===== src/rtl/pc_fetch_ctrl.sv =====
// pc_fetch_ctrl: IF-stage program counter and instruction fetch request controller.
// Holds the PC, issues a level fetch request (ce), and advances when imem_ack is seen
// without a stall. A flush loads new_pc. One branch target is buffered when the
// redirect arrives while the current fetch has not been accepted.
// Optional feature macro: PC_ALIGN_CHECK_EN adds the misalign output. When misalign
// fires, the fetch request is held off until the next flush.
module pc_fetch_ctrl #(
    parameter int                     PC_WIDTH     = 32,
    parameter logic [PC_WIDTH-1:0]    RESET_VECTOR = '0,
    parameter int                     INC_STEP     = 4
) (
    input  logic                clk,
    input  logic                rst,
    input  logic                stall,
    input  logic                flush,
    input  logic [PC_WIDTH-1:0] new_pc,
    input  logic                branch_flag,
    input  logic [PC_WIDTH-1:0] branch_target,
    input  logic                imem_ack,
    output logic [PC_WIDTH-1:0] pc,
    output logic                ce,
    output logic                fetch_fire,
`ifdef PC_ALIGN_CHECK_EN
    output logic                redir_pending,
    output logic                misalign
`else
    output logic                redir_pending
`endif
);

    typedef enum logic [1:0] {
        S_OFF,
        S_RUN,
        S_HALT
    } state_t;

    localparam logic [PC_WIDTH-1:0] INC = PC_WIDTH'(INC_STEP);

`ifdef PC_ALIGN_CHECK_EN
    localparam logic [PC_WIDTH-1:0] ALIGN_MASK = PC_WIDTH'(INC_STEP - 1);
`endif

    state_t              state;
    logic [PC_WIDTH-1:0] pend_tgt;
    logic [PC_WIDTH-1:0] redir_tgt;
    logic                load_bad;
    logic                flush_bad;

    // A branch in the same cycle is newer than the buffered target, so it wins.
    always_comb begin
        redir_tgt = branch_flag ? branch_target : pend_tgt;
        load_bad  = 1'b0;
        flush_bad = 1'b0;
`ifdef PC_ALIGN_CHECK_EN
        load_bad  = |(redir_tgt & ALIGN_MASK);
        flush_bad = |(new_pc & ALIGN_MASK);
`endif
    end

    // The instruction at pc is accepted when the request is up, acked and not stalled.
    always_comb begin
        fetch_fire = ce & imem_ack & ~stall;
    end

    // Fetch FSM, PC register and redirect buffer.
    always_ff @(posedge clk) begin
        if (rst) begin
            state         <= S_OFF;
            ce            <= 1'b0;
            pc            <= RESET_VECTOR;
            redir_pending <= 1'b0;
            pend_tgt      <= '0;
`ifdef PC_ALIGN_CHECK_EN
            misalign      <= 1'b0;
`endif
        end else begin
`ifdef PC_ALIGN_CHECK_EN
            misalign <= 1'b0;
`endif
            case (state)
                S_OFF: begin
                    if (!stall) begin
                        state <= S_RUN;
                        ce    <= 1'b1;
                    end
                end
                S_RUN: begin
                    if (flush) begin
                        pc            <= new_pc;
                        redir_pending <= 1'b0;
                        if (flush_bad) begin
                            state <= S_HALT;
                            ce    <= 1'b0;
`ifdef PC_ALIGN_CHECK_EN
                            misalign <= 1'b1;
`endif
                        end
                    end else if (stall) begin
                        if (branch_flag) begin
                            redir_pending <= 1'b1;
                            pend_tgt      <= branch_target;
                        end
                    end else if (imem_ack) begin
                        redir_pending <= 1'b0;
                        if (branch_flag || redir_pending) begin
                            pc <= redir_tgt;
                            if (load_bad) begin
                                state <= S_HALT;
                                ce    <= 1'b0;
`ifdef PC_ALIGN_CHECK_EN
                                misalign <= 1'b1;
`endif
                            end
                        end else begin
                            pc <= pc + INC;
                        end
                    end else if (branch_flag) begin
                        redir_pending <= 1'b1;
                        pend_tgt      <= branch_target;
                    end
                end
                S_HALT: begin
                    // Only a flush restarts fetching after a misaligned load.
                    if (flush) begin
                        pc            <= new_pc;
                        redir_pending <= 1'b0;
                        if (flush_bad) begin
`ifdef PC_ALIGN_CHECK_EN
                            misalign <= 1'b1;
`endif
                        end else begin
                            state <= S_RUN;
                            ce    <= 1'b1;
                        end
                    end
                end
                default: begin
                    state <= S_OFF;
                    ce    <= 1'b0;
                end
            endcase
        end
    end

endmodule

===== config.mk =====
export PLATFORM = sky130hd
export DESIGN_NAME = pc_fetch_ctrl
export DESIGN_NICKNAME = d
export VERILOG_FILES = /design/src/rtl/pc_fetch_ctrl.sv
export SDC_FILE = /design/constraint.sdc
export NUM_CORES = 1
export LEC_CHECK = 0
export CAP_MARGIN = 15
export CORE_AREA = 2 2 102 104
export CTS_BUF_LIST = sky130_fd_sc_hd__clkbuf_2
export CTS_CLUSTER_DIAMETER = 100
export CTS_CLUSTER_SIZE = 8
export DETAILED_ROUTE_END_ITERATION = 12
export DIE_AREA = 0 0 104 106
export PLACE_DENSITY = 0.78
export SETUP_SLACK_MARGIN = 0.1
export SYNTH_ARGS = -nofsm -noshare
export SYNTH_HDL_FRONTEND = slang
export SYNTH_SLANG_ARGS = --single-unit

===== constraint.sdc =====
create_clock -name clk -period 1.7 [get_ports clk]
set_input_delay 0.34 -clock clk [delete_from_list [all_inputs] [get_ports clk]]
set_output_delay 0.34 -clock clk [all_outputs]
set_load 0.05 [all_outputs]

==> flow_summary_export.csv, run 1 <==
group,metric,value,unit
outcome,status,"finished, violations left",
outcome,violations,"negative setup slack",
setup_path,arrival,2.21,ns
global_route,overflow,0,
synth,synth_ff_type,"dfxtp_1",
clock_network,cts_made_buffers,9,
synth,synth_edf_count,0,
pwr,p_leak,2.34,nW
clock_network,cts_hold_buf,0,
sta,setup_violations,2,
clock_network,htreeDepth,3,
sta,period_share,1.04,
global_route,antenna_found_initial,0,
final_layout,area_growth,57.3,%
synth,yosysSeqAreaShare,0.338,
final_layout,fin_cells,841,
synth,ys_async_sr_fraction,0,
final_layout,fin_nets,771,
synth,syn-num-nets,613,
setup_path,path_cells,"nand4_1, nor4_4, buf_4, nand3_4, or4_1, a31oi_1",
floorplanning,io_pins,105,
setup_path,critPathCaptureType,"register",
synth,synth_warnings,0,
sta,fin_hold_ws,0.171,ns
clock_network,cts.path.max_buffers,2,
setup_path,startpoint_type,"register",
synth,netlist_area,0.00391,mm^2
floorplanning,die_x,104,um
setup_path,crit_path_max_fanout,3,
sta,max_clock_freq,0.565,GHz
synth,synth.avg_cell_area,7.22,um^2
detailed_routing,vias_per_cell,5.68,
detailed_routing,firstDrtPassIters,5,
sta,finalClockSkew,0.0306,ns
detailed_routing,drc,0,
global_route,grt_max_degree,29,
global_route,grt_pass1_vias,4413,
floorplanning,initial_utilization,0.391,
detailed_routing,wl_per_cell,17.1,um
final_layout,drive_gt1_frac,0.304,
clock_network,cts_root_buf,"clkbuf_2",
sta,rsz0062_at_grt,"true",
final_layout,fillCellCount,892,
sta,hold_viol,0,
sta,slew_violations,0,
placed_design,place_congestion,0.910,
global_route,grt_pass1_wl,21600,um
sta,tightest_slew,0.405,ns
placed_design,post_dp_cell_area,0.00561,mm^2
setup_path,cp.required,2.14,ns
detailed_routing,dr.first_iter.drc_count,277,
clock_network,clkTransAtPathRegs,0.21,ns
placed_design,io_buffers,104,
final_layout,fin_area,0.00616,mm^2
synth,synth_cells,542,
hold_path,hp-class,"in -> reg",
detailed_routing,vias,4775,
placed_design,place_ws,-0.299,ns
detailed_routing,ant_nets,0,
placed_design,dp_cells,816,
sta,slew_headroom,0.730,
clock_network,cts_tree,"yes",
flow_run,drv_cap,0,
floorplanning,core,0.0100,mm^2
synth,synth_seq_cells,66,
sta,setup_ws,-0.0690,ns
floorplanning,dieArea,0.0110,mm^2
placed_design,place_hpwl,10300,um
sta,post-route-min-period,1.77,ns
floorplanning,rows,37,
detailed_routing,wl,14300,um
clock_network,clkSinkCount,66,
pwr,ir_drop,0.350,mV
pwr,power,3.88,mW
final_layout,final_util,0.616,
sta,setup_tns,-0.0764,ns
floorplanning,die_h,106,um
clock_network,clk_latency,0.52,ns
setup_path,path_class,"reg -> reg",
global_route,grt_use_total,0.243,
final_layout,diodes,0,
synth,yosysUniqueCellTypes,58,
setup_path,crit_path_max_incr_delay,0.39,ns
setup_path,cpMaxStageDelayCell,"dfxtp_4",
pwr,powerDensity,630,mW/mm^2
-- critical path, delay by kind of cell (launching register included) --
kind,cells,cell delay (ns)
AOI/OAI and AO/OA,1,0.13
DFF,1,0.39
and+or+nand+nor,4,0.97
buffers and inverters,1,0.19
-- Yosys cell counts, types with 2 or more instances --
library cell    n  area, um^2
or4_1           3        22.5
and2_1          2        12.5
and3b_1         9        78.8
a41o_1          2        20.0
a221oi_1        4        35.0
buf_4           2        15.0
a311o_1         2        20.0
and4_1          4        35.0
a2111oi_0       2        17.5
inv_1           7        26.3
a31oi_1         6        37.5
dfxtp_1        66        1320
nand2b_1        8        50.1
o32ai_1         3        26.3
buf_6           2        22.5
o21ai_0        23         115
o21ai_1         8        40.0
a32oi_1         2        17.5
nor3_1         16        80.1
nand4_1        12        75.1
a41oi_1         2        17.5
o221ai_1        2        17.5
o221a_1         3        33.8
mux2i_1         6        60.1
a311oi_1        2        17.5
clkbuf_1       32         120
buf_1           2        7.51
nor3b_1         8        60.1
nor2b_1        10        62.6
buf_2           9        45.0
and3_1          7        43.8
nand3_1        16        80.1
nand3b_1        7        52.6
o211ai_1        6        45.0
nor2_1         24        90.1
a32o_1          3        30.0
nor3_2          2        20.0
a211oi_1        3        22.5
nand2_1       111         417
a21oi_1        86         430
-- timing repair --
action,4_1_cts,5_1_grt
endpoints found under the setup margin,19,34
pin swaps,10,12
gates cloned,0,2
setup buffers,2,7
endpoints found under the hold margin,0,0
gates resized for setup,34,49
-- per-layer routing --
metal	up-vias	track usage	wire [um]
met5	-	0	0
met4	0	0.0763	235
met3	25	0.0441	1070
met2	205	0.392	6860
met1	2268	0.329	6170
li1	2277	-	-
-- power by group --
part           total (mW)  leakage, nW  switching [mW]  internal [mW]
logic                1.13         1.70           0.605          0.526
registers            1.67        0.552          0.0582           1.61
clock network        1.08       0.0859           0.584          0.498
-- cell type report --
class / count / area [um^2] / share of cell area
clock buffers: 11 / 55.1 / 0.00894
clock inverters: 5 / 78.8 / 0.0128
inverters: 7 / 26.3 / 0.00427
multi-input cells: 422 / 2570 / 0.417
flip-flops and latches: 66 / 1390 / 0.226
well taps: 136 / 170 / 0.0276
repair buffers: 194 / 1870 / 0.303
-- registers in the layout, summed over array words and instances (netlist names) --
register and flops:
redir_pending 1, pend_tgt 32, ce 1, pc 32
-- final timing paths --
check,start,end,slack [ns],depth (start not counted)
worst max-delay path,pc[19]$_SDFFE_PP0P_,pc[25]$_SDFFE_PP0P_,-0.07,6
worst max register to register,pc[19]$_SDFFE_PP0P_,pc[25]$_SDFFE_PP0P_,-0.07,6
worst min-delay path,stall,ce$_SDFFE_PP0P_,0.17,2
worst min register to register,pend_tgt[18]$_SDFFE_PP0P_,pend_tgt[18]$_SDFFE_PP0P_,0.46,2
-- cell families (layout without fill, tap and decap cells) --
kind of cell	Yosys count	after routing	synth area share
and+or+nand+nor	247	247	0.323
AOI/OAI and AO/OA	168	168	0.260
DFF	66	66	0.338
buffers and inverters	54	217	0.0604
muxes	6	6	0.0154
adders and majority gates	1	1	0.00320
-- cell usage in the layout, fill, tap and decap left out, types with 10 or more instances in the layout --
master,count
nand3_1,11
nand4_1,12
o21ai_0,22
clkbuf_2,11
a21oi_1,82
nand2_1,110
dfxtp_2,10
dfxtp_4,15
dfxtp_1,41
nor3_1,13
nor2_1,21
buf_4,89
clkdlybuf4s50_1,64
buf_6,23
Power figures use the tool's default switching activity.
==> run 2: changes to the inputs <==
--- a/config.mk
+++ b/config.mk
@@ -12,7 +12,7 @@
 export CTS_CLUSTER_SIZE = 8
 export DETAILED_ROUTE_END_ITERATION = 12
 export DIE_AREA = 0 0 104 106
-export PLACE_DENSITY = 0.78
+export PLACE_DENSITY = 0.7
 export SETUP_SLACK_MARGIN = 0.1
 export SYNTH_ARGS = -nofsm -noshare
 export SYNTH_HDL_FRONTEND = slang
==> run 2 against run 1 <==
Net effect:
- the run still ends with negative setup slack left
- utilization about the same
- clock skew rose by 0.0051 ns
- count of clock-buffer cells in the layout down 2
- design area about the same
- fmax shrank 5.2%
- sequential share of layout area up 0.11 points
- sequential cell count unchanged
- global-route usage increased by 1.4 points
- clock power is 8% lower
- via count is 0.10% lower
- worst hold slack lost 0.12 ns
- critical path type unchanged
- critical endpoint unchanged
==> flow_summary_export.csv, run 2 (synthesized netlist as in run 1, its figures left out) <==
group,metric,value,unit
sta,tightest_slew,0.628,ns
detailed_routing,firstDrtPassIters,5,
setup_path,cp.required,2.16,ns
final_layout,final_cell_mix,"nand2_1 (110), buf_4 (94), a21oi_1 (83)",
final_layout,area_growth,57.3,%
final_layout,fin_nets,772,
floorplanning,dieArea,0.0110,mm^2
sta,period_share,1.10,
flow_run,drv_cap,0,
placed_design,place_ws,-0.505,ns
floorplanning,core,0.0100,mm^2
setup_path,rr_worst_depth,6,
setup_path,path_class,"reg -> reg",
pwr,ir_drop,0.271,mV
hold_path,hold_path_end,"ce$_SDFFE_PP0P_",
clock_network,clkTransAtPathRegs,0.23,ns
detailed_routing,dr.first_iter.drc_count,308,
placed_design,place_congestion,0.960,
detailed_routing,vias,4770,
floorplanning,die_x,104,um
pwr,p_seq_frac,0.443,
clock_network,clkSinkCount,66,
sta,post-route-min-period,1.87,ns
setup_path,startpoint_type,"register",
sta,setup_violations,9,
hold_path,hold_path.startpoint,"stall",
sta,hold_viol,0,
global_route,grt_use_total,0.257,
floorplanning,io_pins,105,
setup_path,r2r_end,"pc[25]$_SDFFE_PP0P_",
clock_network,clk_latency,0.52,ns
detailed_routing,ant_nets,0,
final_layout,diodes,0,
sta,max_clock_freq,0.536,GHz
placed_design,place_hpwl,10600,um
placed_design,io_buffers,104,
clock_network,cts_root_buf,"clkbuf_2",
detailed_routing,drc,0,
sta,setup_tns,-0.811,ns
hold_path,hold-path-cell-count,2,
placed_design,post_dp_cell_area,0.00552,mm^2
setup_path,timing.rr.start,"pc[16]$_SDFFE_PP0P_",
sta,slew_headroom,0.577,
clock_network,htreeDepth,3,
global_route,grt_max_degree,34,
outcome,violations,"negative setup slack",
pwr,powerDensity,612,mW/mm^2
hold_path,hp-class,"in -> reg",
outcome,status,"finished, violations left",
floorplanning,die_h,106,um
clock_network,cts_made_buffers,9,
pwr,p_leak,2.32,nW
setup_path,crit_path_max_fanout,2,
final_layout,drive_gt1_frac,0.302,
final_layout,fin_area,0.00615,mm^2
setup_path,critPathCaptureType,"register",
global_route,grt_pass1_wl,22800,um
detailed_routing,wl,14900,um
final_layout,largest_registers,"pc (32), pend_tgt (32)",
pwr,switchingPower,1.32,mW
setup_path,r2r_slack,-0.17,ns
clock_network,cts.path.max_buffers,2,
pwr,p_int,2.45,mW
pwr,p_comb_frac,0.292,
detailed_routing,vias_per_cell,5.67,
detailed_routing,wl_per_cell,17.7,um
pwr,p_clk_frac,0.265,
sta,finalClockSkew,0.0357,ns
global_route,overflow,0,
sta,setup_ws,-0.166,ns
floorplanning,rows,37,
clock_network,cts_tree,"yes",
global_route,grt_pass1_vias,4394,
sta,rsz0062_at_grt,"true",
setup_path,arrival,2.32,ns
pwr,switching_share,0.350,
final_layout,final_common_cell,"nand2_1",
sta,slew_violations,0,
global_route,antenna_found_initial,0,
floorplanning,initial_utilization,0.391,
==> run 2: cell types whose count changed in the layout (fill, tap and decap cells not counted), moves of 3 or more <==
cell     change
buf_8        +4
o21ai_1      +3
buf_4        +5
buf_6        -3
buf_12       -3
nor3_2       -3
dfxtp_1      -3
==> run 2: layout make-up <==
class | instances | area [um^2]
inverter | 7 | 26.3
clock inverter | 7 | 67.6
tap | 136 | 170
fill | 902 | 3840
timing repair buffer | 195 | 1820
multi-input combinational | 422 | 2630
clock buffer | 9 | 45.0
sequential | 66 | 1400
==> run 2: through the flow <==
stage | instances | utilization | hold slack [ns] | power, mW
after floorplan | 542 | - | 0.428 | 2.21
after global placement | 809 | 0.552 | 0.437 | 2.69
after detailed placement | 809 | 0.552 | 0.444 | 2.70
after CTS | 831 | 0.579 | 0.156 | 3.69
after global routing | 842 | 0.615 | 0.0202 | 3.90
final | 842 | 0.615 | 0.0536 | 3.77
==> run 2: what timing repair did <==
| item | CTS | global route |
|---|---|---|
| endpoints found under the setup margin | 31 | 40 |
| gates resized for setup | 30 | 63 |
| hold buffers | 0 | 0 |
| buffers inserted | 6 | 11 |
| pin swaps | 6 | 25 |
==> run 2: how the worst max path moves through the flow <==
| stage | to | slack, ns | start |
|---|---|---|---|
| after floorplan | pc[25]$_SDFFE_PP0P_ | -0.07 | pc[10]$_SDFFE_PP0P_ |
| after global placement | pc[30]$_SDFFE_PP0P_ | -0.43 | stall |
| after detailed placement | pc[30]$_SDFFE_PP0P_ | -0.50 | imem_ack |
| after CTS | pc[24]$_SDFFE_PP0P_ | -0.08 | pc[19]$_SDFFE_PP0P_ |
| after global routing | pc[25]$_SDFFE_PP0P_ | -0.20 | pc[16]$_SDFFE_PP0P_ |
| final | pc[25]$_SDFFE_PP0P_ | -0.17 | pc[16]$_SDFFE_PP0P_ |
==> run 2: routing by layer <==
metal	GRT usage	routed length, um	share of wire	vias to the layer above
met5	0	0	0	-
met4	0.0936	379	0.025	0
met1	0.357	6560	0.44	2214
met3	0.0515	1310	0.088	42
met2	0.396	6690	0.45	227
li1	-	-	-	2287
==> run 2: power by group through the flow <==
stage / Sequential (mW) / Clock [mW] / Combinational, mW
after floorplan: 1.86 / 0 / 0.347
after global placement: 1.70 / 0 / 0.997
after detailed placement: 1.70 / 0 / 1.00
after CTS: 1.67 / 1.00 / 1.03
after global routing: 1.68 / 1.06 / 1.16
final: 1.67 / 0.996 / 1.10
==> run 2: worst max-delay path, stage by stage, from the launching register on <==
cell	delay (ns)
dfxtp_4	0.40
nand4_1	0.16
nor4_4	0.35
buf_4	0.20
nand3_4	0.08
or4_4	0.45
a31oi_4	0.17
==> run 3: changes to the inputs <==
--- a/config.mk
+++ b/config.mk
@@ -7,12 +7,12 @@
 export LEC_CHECK = 0
 export CAP_MARGIN = 15
 export CORE_AREA = 2 2 102 104
-export CTS_BUF_LIST = sky130_fd_sc_hd__clkbuf_2
+export CTS_BUF_LIST = sky130_fd_sc_hd__clkbuf_8
 export CTS_CLUSTER_DIAMETER = 100
 export CTS_CLUSTER_SIZE = 8
 export DETAILED_ROUTE_END_ITERATION = 12
 export DIE_AREA = 0 0 104 106
-export PLACE_DENSITY = 0.7
+export PLACE_DENSITY = 0.67
 export SETUP_SLACK_MARGIN = 0.1
 export SYNTH_ARGS = -nofsm -noshare
 export SYNTH_HDL_FRONTEND = slang
==> constraint.sdc (replaced) <==
create_clock -name clk -period 2 [get_ports clk]
set_input_delay 0.4 -clock clk [delete_from_list [all_inputs] [get_ports clk]]
set_output_delay 0.4 -clock clk [all_outputs]
set_load 0.05 [all_outputs]
==> run 3 against run 2 <==
Net effect:
- total power fell by 5.4%
- final cell count shrank 4.6%
- global-route usage is 0.65 points lower
- worst hold slack better by 0.40 ns
- design area shrank 7.7%
- the run now ends clean
- clock power increased by 32%
- sequential cell count unchanged
- sequential power fell by 14%
- clock skew down 0.018 ns
- critical path depth unchanged
- first-iteration DRC count increased by 7.1%
- largest power group unchanged
==> flow_summary_export.csv, run 3 (synthesized netlist as in run 1, its figures left out) <==
group,metric,value,unit
outcome,status,"finished, final reports clean",
setup_path,critPathCaptureType,"register",
setup_path,path_cells,"nand4_1, nor4_4, buf_6, nand3_2, or4_1, a31oi_1",
sta,max_clock_freq,0.544,GHz
setup_path,arrival,2.11,ns
global_route,overflow,0,
sta,finalClockSkew,0.0178,ns
sta,rsz0062_at_grt,"true",
placed_design,post_dp_cell_area,0.00540,mm^2
pwr,ir_drop,0.402,mV
floorplanning,dieArea,0.0110,mm^2
sta,setup_ws,0.162,ns
pwr,p_leak,2.18,nW
detailed_routing,vias,4543,
clock_network,cts.path.max_buffers,2,
clock_network,clk_latency,0.35,ns
detailed_routing,ant_nets,0,
placed_design,place_ws,-0.148,ns
sta,slew_headroom,0.595,
global_route,antenna_found_initial,0,
floorplanning,die_x,104,um
setup_path,rr_worst_depth,6,
clock_network,htreeDepth,3,
setup_path,timing.rr.start,"pc[21]$_SDFFE_PP0P_",
hold_path,hp-class,"reg -> reg",
setup_path,r2r_slack,0.16,ns
global_route,grt_use_total,0.251,
setup_path,endpoint,"pc[25]$_SDFFE_PP0P_",
clock_network,clkSinkCount,66,
setup_path,cp.required,2.27,ns
global_route,grt_pass1_vias,4284,
floorplanning,io_pins,105,
floorplanning,core,0.0100,mm^2
setup_path,startpoint_type,"register",
placed_design,io_buffers,104,
sta,fin_hold_ws,0.453,ns
final_layout,final_cell_mix,"nand2_1 (111), a21oi_1 (86), clkdlybuf4s50_1 (66)",
final_layout,area_growth,45.1,%
detailed_routing,firstDrtPassIters,5,
sta,post-route-min-period,1.84,ns
clock_network,cts_tree,"yes",
final_layout,diodes,0,
floorplanning,die_h,106,um
placed_design,dp_cells,781,
detailed_routing,dr.first_iter.drc_count,330,
floorplanning,rows,37,
sta,setup_violations,0,
sta,slew_violations,0,
setup_path,cp-startpoint,"pc[21]$_SDFFE_PP0P_",
sta,setup_tns,0,ns
final_layout,fillCellCount,1009,
global_route,grt_max_degree,36,
detailed_routing,drc,0,
final_layout,fin_nets,733,
global_route,grt_pass1_wl,22100,um
setup_path,crit_path_max_incr_delay,0.43,ns
clock_network,cts_root_buf,"clkbuf_8",
setup_path,crit_path_max_fanout,5,
sta,hold_viol,0,
clock_network,clkTransAtPathRegs,0.08,ns
detailed_routing,wl,14000,um
detailed_routing,wl_per_cell,17.4,um
setup_path,path_class,"reg -> reg",
clock_network,cts_made_buffers,9,
pwr,powerDensity,627,mW/mm^2
setup_path,r2r_end,"pc[25]$_SDFFE_PP0P_",
floorplanning,initial_utilization,0.391,
final_layout,fin_area,0.00568,mm^2
detailed_routing,vias_per_cell,5.66,
setup_path,cpMaxStageDelayCell,"or4_1",
final_layout,multiInputGateArea,0.00238,mm^2
placed_design,place_congestion,0.915,
final_layout,final_common_cell,"nand2_1",
sta,period_share,0.919,
final_layout,largest_registers,"pc (32), pend_tgt (32)",
final_layout,regArea,0.00136,mm^2
final_layout,drive_gt1_frac,0.169,
final_layout,fin_cells,803,
sta,tightest_slew,0.605,ns
placed_design,place_hpwl,10000,um
flow_run,drv_cap,0,
## run 3: layout make-up
cell class / count / share of cell area
tap: 136 / 0.0300
inverter: 7 / 0.00463
multi-input combinational: 422 / 0.419
timing repair buffer: 156 / 0.266
sequential: 66 / 0.240
clock buffer: 10 / 0.0242
clock inverter: 6 / 0.0159
## run 3: stage by stage
stage / util / power (mW)
6_report: 0.568 / 3.56
5_1_grt: 0.568 / 3.68
4_1_cts: 0.560 / 3.56
3_5_place_dp: 0.540 / 2.28
3_3_place_gp: 0.540 / 2.28
2_1_floorplan: - / 1.87
## run 3: power by group
part           switching, mW  internal, mW  leakage [nW]
Sequential            0.0560          1.37         0.547
Combinational          0.467         0.356          1.51
Clock                  0.573         0.741         0.118
## run 3: worst min path at each step
stage                                         start                         to  slack [ns]  cells past startpoint
after global placement    pend_tgt[25]$_SDFFE_PP0P_  pend_tgt[25]$_SDFFE_PP0P_        0.44                      2
after detailed placement  pend_tgt[15]$_SDFFE_PP0P_  pend_tgt[15]$_SDFFE_PP0P_        0.44                      2
after floorplan           pend_tgt[13]$_SDFFE_PP0P_  pend_tgt[13]$_SDFFE_PP0P_        0.43                      2
after global routing       pend_tgt[5]$_SDFFE_PP0P_   pend_tgt[5]$_SDFFE_PP0P_        0.48                      2
after CTS                 pend_tgt[24]$_SDFFE_PP0P_  pend_tgt[24]$_SDFFE_PP0P_        0.45                      2
final                     pend_tgt[24]$_SDFFE_PP0P_  pend_tgt[24]$_SDFFE_PP0P_        0.45                      2
## run 3: what timing repair did
| item | in CTS | in global routing |
|---|---|---|
| hold buffers | 0 | 0 |
| pin swaps | 0 | 2 |
| gates cloned | 0 | 1 |
| setup buffers | 0 | 5 |
| gates resized for setup | 23 | 14 |
| setup endpoints to repair | 23 | 5 |
## run 3: layer usage
layer,up-vias,routed length [um],GRT usage
li1,2203,-,-
met5,-,0,0
met2,198,6320,0.392
met3,23,961,0.0533
met4,0,161,0.0579
met1,2119,6560,0.355
## run 3: worst max-delay path, delay by kind of cell (launching register included)
family	cells	cell delay [ns]
DFF	1	0.39
buffers and inverters	1	0.17
AOI/OAI and AO/OA	1	0.18
and+or+nand+nor	4	1.02
